`src/rtl/apb_pkg.sv`:
```
// -----------------------------------------------------------------------------
// apb_pkg
// Shared APB bus widths, the completer FSM state type and a byte-lane merge
// helper used by the register bank.
// -----------------------------------------------------------------------------
package apb_pkg;

    localparam int unsigned APB_ADDR_W = 24;
    localparam int unsigned APB_DATA_W = 32;
    localparam int unsigned APB_STRB_W = 4;

    // Word index taken from paddr[23:2]; the bank never holds more than 64 words.
    localparam int unsigned APB_IDX_W  = APB_ADDR_W - 2;
    localparam int unsigned REG_IDX_W  = 6;

    typedef enum logic {
        IDLE,
        ACCESS
    } apb_state_e;

    // Replace only the byte lanes whose strobe is set.
    function automatic logic [APB_DATA_W-1:0] strb_merge(
        input logic [APB_DATA_W-1:0] old_val,
        input logic [APB_DATA_W-1:0] new_val,
        input logic [APB_STRB_W-1:0] strb
    );
        logic [APB_DATA_W-1:0] merged;
        merged = old_val;
        for (int b = 0; b < APB_STRB_W; b++) begin
            if (strb[b]) begin
                merged[b*8 +: 8] = new_val[b*8 +: 8];
            end
        end
        return merged;
    endfunction

endpackage

```
`src/rtl/apb_reg_bank.sv`:
```
// -----------------------------------------------------------------------------
// apb_reg_bank
// NUM_REGS x 32-bit register storage with per-lane strobed writes. Registers
// flagged in RO_MASK ignore writes and read back their ro_d status input.
//
// Ports:
//   sys_clk, rst  clock, synchronous active-high reset
//   wr_en         commit wr_data into register idx (masked by wr_strb)
//   idx           register index for both the write and the read mux
//   wr_strb       byte-lane write strobes
//   wr_data       write data
//   ro_d          status inputs shown in place of RO registers
//   reg_q         current register contents
//   rd_data       combinational read mux output for idx
// -----------------------------------------------------------------------------
module apb_reg_bank
    import apb_pkg::*;
#(
    parameter int unsigned NUM_REGS = 16,
    parameter logic [63:0] RO_MASK  = 64'h0
) (
    input  logic                                 sys_clk,
    input  logic                                 rst,
    input  logic                                 wr_en,
    input  logic [REG_IDX_W-1:0]                 idx,
    input  logic [APB_STRB_W-1:0]                wr_strb,
    input  logic [APB_DATA_W-1:0]                wr_data,
    input  logic [NUM_REGS-1:0][APB_DATA_W-1:0]  ro_d,
    output logic [NUM_REGS-1:0][APB_DATA_W-1:0]  reg_q,
    output logic [APB_DATA_W-1:0]                rd_data
);

    logic [NUM_REGS-1:0][APB_DATA_W-1:0] reg_d;

    always_comb begin
        // NOTE: every output of a combinational block gets a default before any
        // conditional assignment, otherwise a latch is inferred.
        reg_d   = reg_q;
        rd_data = '0;
        for (int i = 0; i < NUM_REGS; i++) begin
            if (idx == REG_IDX_W'(i)) begin
                rd_data = RO_MASK[i] ? ro_d[i] : reg_q[i];
                if (wr_en && !RO_MASK[i]) begin
                    reg_d[i] = strb_merge(reg_q[i], wr_data, wr_strb);
                end
            end
        end
    end

    always_ff @(posedge sys_clk) begin
        // NOTE: this storage is software-visible control state, so it is reset
        // like any other flop; a large RAM-style array would normally not be.
        if (rst) begin
            reg_q <= '0;
        end else begin
            reg_q <= reg_d;
        end
    end

endmodule

```
`src/rtl/apb_reg_completer.sv`:
```
// -----------------------------------------------------------------------------
// apb_reg_completer
// APB completer exposing a bank of 32-bit control/status registers. Decodes
// the word index from paddr[23:2], inserts WAIT_STATES access cycles before
// pready, and flags out-of-range accesses or writes to RO registers with
// pslverr. All outputs are registered.
//
// Ports:
//   sys_clk, rst                 clock, synchronous active-high reset
//   apb_paddr/psel/penable/      APB request
//   pwrite/pstrb/pwdata
//   apb_prdata/pready/pslverr    APB response (valid for one cycle)
//   reg_q                        RW register contents to fabric
//   ro_d                         status inputs for RO registers
//   wr_pulse / rd_pulse          one-cycle strobe after a committed write /
//                                completed read of register i
// -----------------------------------------------------------------------------
module apb_reg_completer
    import apb_pkg::*;
#(
    parameter int unsigned NUM_REGS    = 16,
    parameter int unsigned WAIT_STATES = 1,
    parameter logic [63:0] RO_MASK     = 64'h0
) (
    input  logic                                 sys_clk,
    input  logic                                 rst,
    input  logic [APB_ADDR_W-1:0]                apb_paddr,
    input  logic                                 apb_psel,
    input  logic                                 apb_penable,
    input  logic                                 apb_pwrite,
    input  logic [APB_STRB_W-1:0]                apb_pstrb,
    input  logic [APB_DATA_W-1:0]                apb_pwdata,
    output logic [APB_DATA_W-1:0]                apb_prdata,
    output logic                                 apb_pready,
    output logic                                 apb_pslverr,
    output logic [NUM_REGS-1:0][APB_DATA_W-1:0]  reg_q,
    input  logic [NUM_REGS-1:0][APB_DATA_W-1:0]  ro_d,
    output logic [NUM_REGS-1:0]                  wr_pulse,
    output logic [NUM_REGS-1:0]                  rd_pulse
);

    localparam logic [APB_IDX_W-1:0] NUM_REGS_IDX = APB_IDX_W'(NUM_REGS);

    apb_state_e                state_q, state_d;
    logic [APB_IDX_W-1:0]      idx_q, idx_d;
    logic                      write_q, write_d;
    logic [APB_STRB_W-1:0]     strb_q, strb_d;
    logic [APB_DATA_W-1:0]     wdata_q, wdata_d;
    logic [3:0]                wait_cnt_q, wait_cnt_d;
    logic                      pready_q, pready_d;
    logic                      pslverr_q, pslverr_d;
    logic [APB_DATA_W-1:0]     prdata_q, prdata_d;
    logic [NUM_REGS-1:0]       wr_pulse_q, wr_pulse_d;
    logic [NUM_REGS-1:0]       rd_pulse_q, rd_pulse_d;

    logic                      unused_addr_lsbs;
    assign unused_addr_lsbs = ^apb_paddr[1:0];

    // With zero wait states the response is raised on the SETUP edge itself,
    // so decode looks at the live bus in IDLE and at the captured request after.
    logic [APB_IDX_W-1:0]      acc_idx;
    logic                      acc_write;
    logic                      acc_err;
    logic                      bank_wr_en;
    logic [APB_DATA_W-1:0]     bank_rd_data;
    logic                      raise_ready;

    assign acc_idx   = (state_q == IDLE) ? apb_paddr[APB_ADDR_W-1:2] : idx_q;
    assign acc_write = (state_q == IDLE) ? apb_pwrite : write_q;
    assign acc_err   = (acc_idx >= NUM_REGS_IDX)
                     || (acc_write && RO_MASK[acc_idx[REG_IDX_W-1:0]]);

    apb_reg_bank #(
        .NUM_REGS (NUM_REGS),
        .RO_MASK  (RO_MASK)
    ) u_bank (
        .sys_clk  (sys_clk),
        .rst      (rst),
        .wr_en    (bank_wr_en),
        .idx      (acc_idx[REG_IDX_W-1:0]),
        .wr_strb  (strb_q),
        .wr_data  (wdata_q),
        .ro_d     (ro_d),
        .reg_q    (reg_q),
        .rd_data  (bank_rd_data)
    );

    always_comb begin
        state_d     = state_q;
        idx_d       = idx_q;
        write_d     = write_q;
        strb_d      = strb_q;
        wdata_d     = wdata_q;
        wait_cnt_d  = wait_cnt_q;
        pready_d    = pready_q;
        pslverr_d   = pslverr_q;
        prdata_d    = prdata_q;
        wr_pulse_d  = '0;
        rd_pulse_d  = '0;
        bank_wr_en  = 1'b0;
        raise_ready = 1'b0;

        unique case (state_q)
            IDLE: begin
                if (apb_psel && !apb_penable) begin
                    idx_d       = apb_paddr[APB_ADDR_W-1:2];
                    write_d     = apb_pwrite;
                    strb_d      = apb_pstrb;
                    wdata_d     = apb_pwdata;
                    wait_cnt_d  = 4'(WAIT_STATES);
                    state_d     = ACCESS;
                    raise_ready = (WAIT_STATES == 0);
                end
            end
            ACCESS: begin
                if (!apb_psel) begin
                    // Master abandoned the transfer: nothing commits.
                    state_d    = IDLE;
                    wait_cnt_d = '0;
                    pready_d   = 1'b0;
                    pslverr_d  = 1'b0;
                    prdata_d   = '0;
                end else if (apb_penable) begin
                    if (pready_q) begin
                        // Completion edge: the master has seen pready.
                        bank_wr_en = write_q && !acc_err;
                        for (int i = 0; i < NUM_REGS; i++) begin
                            if (idx_q == APB_IDX_W'(i) && !acc_err) begin
                                wr_pulse_d[i] = write_q;
                                rd_pulse_d[i] = !write_q;
                            end
                        end
                        state_d   = IDLE;
                        pready_d  = 1'b0;
                        pslverr_d = 1'b0;
                        prdata_d  = '0;
                    end else if (wait_cnt_q != '0) begin
                        wait_cnt_d  = wait_cnt_q - 4'd1;
                        raise_ready = (wait_cnt_q == 4'd1);
                    end
                end
                // penable low with psel high: hold everything, commit nothing.
            end
            default: state_d = IDLE;
        endcase

        if (raise_ready) begin
            pready_d  = 1'b1;
            pslverr_d = acc_err;
            prdata_d  = (acc_err || acc_write) ? '0 : bank_rd_data;
        end
    end

    always_ff @(posedge sys_clk) begin
        // NOTE: sequential state uses non-blocking assignments so every flop
        // samples its pre-edge inputs regardless of statement order.
        if (rst) begin
            state_q    <= IDLE;
            idx_q      <= '0;
            write_q    <= 1'b0;
            strb_q     <= '0;
            wdata_q    <= '0;
            wait_cnt_q <= '0;
            pready_q   <= 1'b0;
            pslverr_q  <= 1'b0;
            prdata_q   <= '0;
            wr_pulse_q <= '0;
            rd_pulse_q <= '0;
        end else begin
            state_q    <= state_d;
            idx_q      <= idx_d;
            write_q    <= write_d;
            strb_q     <= strb_d;
            wdata_q    <= wdata_d;
            wait_cnt_q <= wait_cnt_d;
            pready_q   <= pready_d;
            pslverr_q  <= pslverr_d;
            prdata_q   <= prdata_d;
            wr_pulse_q <= wr_pulse_d;
            rd_pulse_q <= rd_pulse_d;
        end
    end

    assign apb_prdata  = prdata_q;
    assign apb_pready  = pready_q;
    assign apb_pslverr = pslverr_q;
    assign wr_pulse    = wr_pulse_q;
    assign rd_pulse    = rd_pulse_q;

endmodule
```
`config.mk`:
```
export PLATFORM = sky130hd
export DESIGN_NAME = apb_reg_completer
export DESIGN_NICKNAME = d
export VERILOG_FILES = /design/src/rtl/apb_pkg.sv /design/src/rtl/apb_reg_bank.sv /design/src/rtl/apb_reg_completer.sv
export SDC_FILE = /design/constraint.sdc
export NUM_CORES = 2
export LEC_CHECK = 0
export ABC_AREA = 1
export ABC_CLOCK_PERIOD_IN_PS = 4400
export BUFFER_PORTS_ARGS = -buffer_cell sky130_fd_sc_hd__buf_2
export CAP_MARGIN = 20
export CORE_AREA = 2 2 456 458
export CTS_CLUSTER_SIZE = 16
export DETAILED_ROUTE_END_ITERATION = 8
export DIE_AREA = 0 0 458 460
export PLACE_DENSITY = 0.41
export SLEW_MARGIN = 10
export SYNTH_ARGS = -nofsm -noshare
export SYNTH_HDL_FRONTEND = slang
export SYNTH_HIERARCHICAL = 1
export SYNTH_SLANG_ARGS = --single-unit
```
`constraint.sdc`:
```
create_clock -name sys_clk -period 4.4 [get_ports sys_clk]
set_input_delay 0.66 -clock sys_clk [delete_from_list [all_inputs] [get_ports sys_clk]]
set_output_delay 0.66 -clock sys_clk [all_outputs]
set_load 0.03 [all_outputs]
```
* Word level (Yosys, flattened, before mapping)
Memories as Yosys holds them, arrays and structs flattened.
Index checks and enable logic that the tools add are counted.
** Storage, ports and cells
- Flip-flop bits (word level) :: 642
- Bits in read-only memories :: 64
- Bits of input ports :: 577
- Output and inout port bits :: 578
- Word-level logic and storage cells :: 332
- Memories kept :: 1
** Memories
- (name not given) :: depth 64, bits a word 1, read ports 1, clocked after Yosys merged registers in 0, write ports 0, RTL line apb_reg_completer.sv:71 : || (acc_write && RO_MASK[acc_idx[REG_IDX_W-1:0]]);
** Cells by class
- Add/subtract/negate cells :: 1
- Magnitude comparators :: 2
- Equal/unequal tests :: 37
- Multiplexer cells :: 54
- Bitwise gates (word level) :: 20
- Reductions and logical operators :: 112
** Operators with widths (number)
- $mux 32 :: 22
- $reduce_and 3->1 :: 65
- $eq 22x4->1 const B :: 8
- $reduce_or 6->1 :: 16
- $eq 22x3->1 const B :: 4
- $eq 6x4->1 const B :: 8
- $eq 22x2->1 const B :: 2
- $eq 6x3->1 const B :: 4
- $mux 1 :: 23
- $eq 22x1->1 const B :: 1
- $ge 22x5->1 const B :: 1
- $logic_not 22->1 :: 1
- $mux 22 :: 1
- $mux 4 :: 5
- $not 1->1 :: 20
- $logic_and 1x1->1 :: 19
- $eq 6x2->1 const B :: 2
- $pmux 4 s2 :: 1
- $lt 6x7->1 const B :: 1
- $eq 6x1->1 const B :: 1
- $logic_not 6->1 :: 1
- $ne 3x1->1 const B :: 2
- $ne 3x3->1 const B :: 2
- $eq 4x1->1 const B :: 1
- 10 further kinds :: 15

* Longest topological paths before layout
- Depth in word-level cells :: 20
- Mapped depth :: 25
- Gate-level depth less buffers :: 21

* Modules after synthesis
Netlist, hierarchy kept.
** Modules (own cells, without submodules)
- apb_reg_bank :: times used 1, cells an instance 3279, area an instance 22591.7 µm², seq. area each 10249.8 µm²
- apb_reg_completer :: times used 1, cells an instance 697, area an instance 5228.8 µm², seq. area each 2602.5 µm²

* Worst setup path after synthesis
Ideal clock, no wire load.
- Path type :: flip-flop to flip-flop
- From :: register state_q
- To :: register prdata_q[20] (netlist: apb_prdata[20])
- Setup time :: 0.070 ns
- Arrival :: 3.076 ns
- Data required time :: 4.330 ns
- Path slack :: 1.253 ns
- Cell stages (with the launch flop) :: 23
- Path buffers :: 4
- Period minus slack after synthesis :: 3.147 ns
- Cell sequence :: dfxtp_1 buf_4 inv_2 buf_2 clkbuf_1 o21ai_0 inv_2 nor2_8 nand2_2 nor2_4 buf_2 a21oi_1 nand4_1 nand2_1 nand3_1 nand2_1 nand3_1 nand2_1 nand3_1 inv_1 nor2_1 nand4_1 a21oi_1
** Between the ends
- Word-level cells in the longest chain between the ends :: 20
- Elaborated cells between the ends (all ways) :: 48
- Classes of those cells :: order compare (1); eq/ne (17); mux (22); bitwise (1); reduce/logical (6); memory (1)
** Ends and longest elaborated chain
- from (decl) :: RTL line apb_reg_completer.sv:44 : apb_state_e state_q, state_d;
- from (signal assigned) :: RTL line apb_reg_completer.sv:170 : state_q <= state_d;
- $mux 22 (*) :: RTL line apb_reg_completer.sv:68 : assign acc_idx = (state_q == IDLE) ? apb_paddr[APB_ADDR_W-1:2] : idx_q;
- named net acc_idx[1] :: RTL line apb_reg_completer.sv:61 : logic [APB_IDX_W-1:0] acc_idx;
- $logic_not 6->1 :: RTL line apb_reg_bank.sv:41 : if (idx == REG_IDX_W'(i)) begin
- $mux 32 (15 in a row) :: RTL line apb_reg_bank.sv:41
- $mux 32 (*) :: RTL line apb_reg_bank.sv:41
- named net bank_rd_data[20] :: RTL line apb_reg_completer.sv:65 : logic [APB_DATA_W-1:0] bank_rd_data;
- $mux 32 (*) :: RTL line apb_reg_completer.sv:150 : prdata_d = (acc_err || acc_write) ? '0 : bank_rd_data;
- $mux 32 (*) :: RTL line apb_reg_completer.sv:147 : if (raise_ready) begin
- to (signal assigned) :: RTL line apb_reg_completer.sv:178 : prdata_q <= prdata_d;
- to (decl) :: RTL line apb_reg_completer.sv:52 : logic [APB_DATA_W-1:0] prdata_q, prdata_d;
The timed path passes the listed nets; every way through them passes the cells marked *. The select of a mux whose other input is x is not followed.
A chain may end at the register's enable or synchronous reset.

* Worst setup path after layout
Ends and elaborated chain as after synthesis.

==> out/qor.yml <==
sta:
  slew_viol_final: 0
  tightest_slew_ns: 1.182
  setup_viol: 0
  rsz0062_at_grt: "false"
  slew_headroom: 0.2119
  final_hold_viol_count: 0
  fin_worst_skew_ns: 0.04651
  finalCritPeriodShare: 0.9419
  fin_crit_ns: 4.145
  fmax_mhz: 241.3
  setup_tns_ns: 0
placed_design:
  io_buffers: 640
  dp.cells: 7240
  place_congestion: 0.8797
  placed_cell_area_um2: 35160
  dp_hpwl_um: 154300
yosys:
  ys_ff_latch: 642
  ys_types: 34
  synth_flop_cell: "dfxtp_1"
  ys_seq_area_frac: 0.4620
  synthesis.area_um2: 27820
  synth_edf_count: 0
  avgSynthCellArea_um2: 6.997
  synth_cells: 3976
  ys_warn_count: 6
  async_flop_share: 0
  yosys-top-cells-area: "dfxtp_1 46%, nand2_1 16%, a21oi_1 9.2%"
  synth_nets: 4556
  synth_top_area_frac: 0.4620
  yosysTopAreaCell: "dfxtp_1"
clock_network:
  cts_inserted_buffers: 86
  cts_sinks: 642
  cts_hold_buf: 0
  cts-htree-levels: 3
  cts_tree: "yes"
  clockRootBuffer: "clkbuf_16"
  worst_skew_pair.late_latency_ns: 0.74
  clk_pin_slew_ns: 0.06
  clockBufferDepth: 3
worst_setup_path:
  r2r-start: "state_q"
  worstSetupPathType: "flip-flop to flip-flop"
  crit_start: "state_q"
  crit_end: "apb_prdata[20]"
  critPathLaunchType: "flip-flop"
  required_ns: 4.97
  cp_max_fo: 13
  reg2reg_setup_slack_ns: 0.26
  endpoint_kind: "flip-flop"
  r2r_cells: 25
  crit_arrival_ns: 4.72
  reg2reg_to: "apb_prdata[20]"
drt:
  ant_nets: 0
  remaining_drc_errors: 0
  dr.pass1.iters: 6
  via_per_inst: 4.139
  wl_met3_um: 17120
  vias: 30640
  drtIter0Drc: 2736
  drt_wl_total_um: 200700
  wl_per_cell_um: 27.11
  met1Wirelength_um: 83710
  dr_wl_met2_um: 88330
  routed.top_layer: "met5"
floorplanning:
  start_util: 0.1350
  num_rows: 167
  fp.coreArea_um2: 206000
  io_pins: 1155
  die_w_um: 458
  fp.dieArea_um2: 210700
  fp.dieH_um: 460
power_and_ir_drop:
  peakVddDrop_uv: 265.6
  p_leak_nw: 14.92
  swShare: 0.2632
  seqPwrFrac: 0.419
  power.switching_w: 0.003777
  power.total_w: 0.01435
  combPwrFrac: 0.049
  power.density_nw_per_um2: 375.5
  p_clk_frac: 0.532
  p_int_w: 0.01058
grt:
  grt.total_usage: 0.1840
  grt_pass1_wl_um: 263100
  grt_max_degree: 128
  overflow: 0
  grt_pass1_vias: 28940
  antenna_found_initial: 19
cells_and_area:
  drive_gt1_frac: 0.2410
  layout.cells.non_filler: 7403
  final_cell_mix: "1160 x nand2_1, 639 x buf_2, 610 x dfxtp_1, 514 x a21oi_1, 368 x nor2_1"
  final_util: 0.1855
  syn2layout_area_growth_pct: 37.39
  final_area_um2: 38220
  final_common_cell: "nand2_1"
  nNetsFinal: 5207
hold_path:
  min_path_type: "input pin to flip-flop"
status:
  run_status: "completed"
run:
  cap_violations: 0
synthesized netlist by cell type, types with 2 or more instances:
cell type / count
buf_4: 11
buf_1: 19
nand2_1: 1163
or2_0: 20
clkinv_1: 5
buf_2: 52
a211oi_1: 96
nor2_1: 373
o21ai_2: 3
clkbuf_1: 191
nand3_2: 2
ha_1: 3
o21ai_0: 55
nand4_1: 127
nand2_2: 4
nand3_1: 261
and3_1: 3
o21ai_1: 2
dfxtp_1: 642
inv_2: 23
or2_2: 21
a21oi_1: 514
inv_1: 238
o21bai_1: 6
nor3_1: 71
nor2_4: 24
buf_6: 3
nor2_2: 38
what timing repair did:
| action | CTS | global route |
|---|---|---|
| setup buffers | 0 | 2 |
| endpoints found under the setup margin | 16 | 64 |
| gates cloned | 0 | 0 |
| pin swaps | 0 | 1 |
| resized for setup | 2 | 6 |
worst min path at each step:
stage	startpoint	endpoint	slack, ns	cells after the start
finish	apb_pwdata[22]	wdata_q[22]	0.23	3
global route	apb_pwdata[31]	wdata_q[31]	0.17	3
CTS	apb_pwdata[31]	wdata_q[31]	0.13	3
detailed placement	apb_prdata[9]	apb_prdata[9]	0.45	2
global placement	idx_q[7]	idx_q[7]	0.44	2
floorplan	idx_q[14]	idx_q[14]	0.43	2
logic make-up after synthesis:
| group | synth area share |
|---|---|
| compound gates | 0.1318 |
| buf+inv | 0.07776 |
| flops | 0.4620 |
| simple gates | 0.3271 |
| fa+ha+maj | 0.001349 |
through the flow:
| step | hold slack, ns | setup WS, ns |
|---|---|---|
| floorplan | 0.4292 | 1.253 |
| global placement | 0.4442 | -0.1143 |
| detailed placement | 0.4543 | -0.1236 |
| CTS | 0.1274 | 0.04985 |
| global route | 0.1713 | 0.02935 |
| finish | 0.2266 | 0.2555 |
registers in the layout, indices dropped and copies added, names as in the netlist:
name          count
wdata_q          32
apb_prdata       32
apb_pready        1
idx_q            22
write_q           1
rd_pulse         16
apb_pslverr       1
wait_cnt_q        4
wr_pulse         16
u_bank/reg_q    512
state_q           1
strb_q            4
final cells by class:
type | count | area [µm²]
diodes | 6 | 15.01
clock buffers | 123 | 2441
clock inverters | 31 | 560.5
fillers | 23580 | 167800
inverters | 266 | 999.7
multi-input cells | 2792 | 12850
flip-flops and latches | 642 | 12890
well taps | 2704 | 3383
repair buffers | 839 | 5081
critical path, stage by stage, from the launching register on:
cell and delay (ns):
dfxtp_1 0.37, inv_2 0.16, buf_4 0.21, nand2_1 0.06
o21ai_1 0.23, buf_12 0.20, inv_1 0.06, nand2_1 0.10
nor2_4 0.08, buf_4 0.15, nand3_1 0.06, nand3_1 0.14
nor2_1 0.55, nand4_1 0.15, buf_4 0.21, nand2_1 0.06
nand3_1 0.06, nand2_1 0.21, buf_12 0.15, nand3_1 0.08
nand2_1 0.22, nand3_1 0.13, inv_1 0.09, nor2_1 0.05
nand4_1 0.11, a21oi_1 0.07
power by group through the flow:
stage	Clock (W)	Sequential, W	Combinational, W
after floorplan	0	0.00599	0.000381
after global placement	0	0.00615	0.000711
after detailed placement	0	0.00615	0.000711
after CTS	0.00788	0.00602	0.000713
after global routing	0.00803	0.00602	0.000761
final	0.00763	0.00602	0.000704
per-layer routing:
metal	vias to the layer above	track usage
met5	-	0
met4	6	0.09728
met3	246	0.05372
met2	1269	0.2857
met1	14800	0.2289
li1	14320	-
Note: power is estimated with default switching activity, not from simulation.
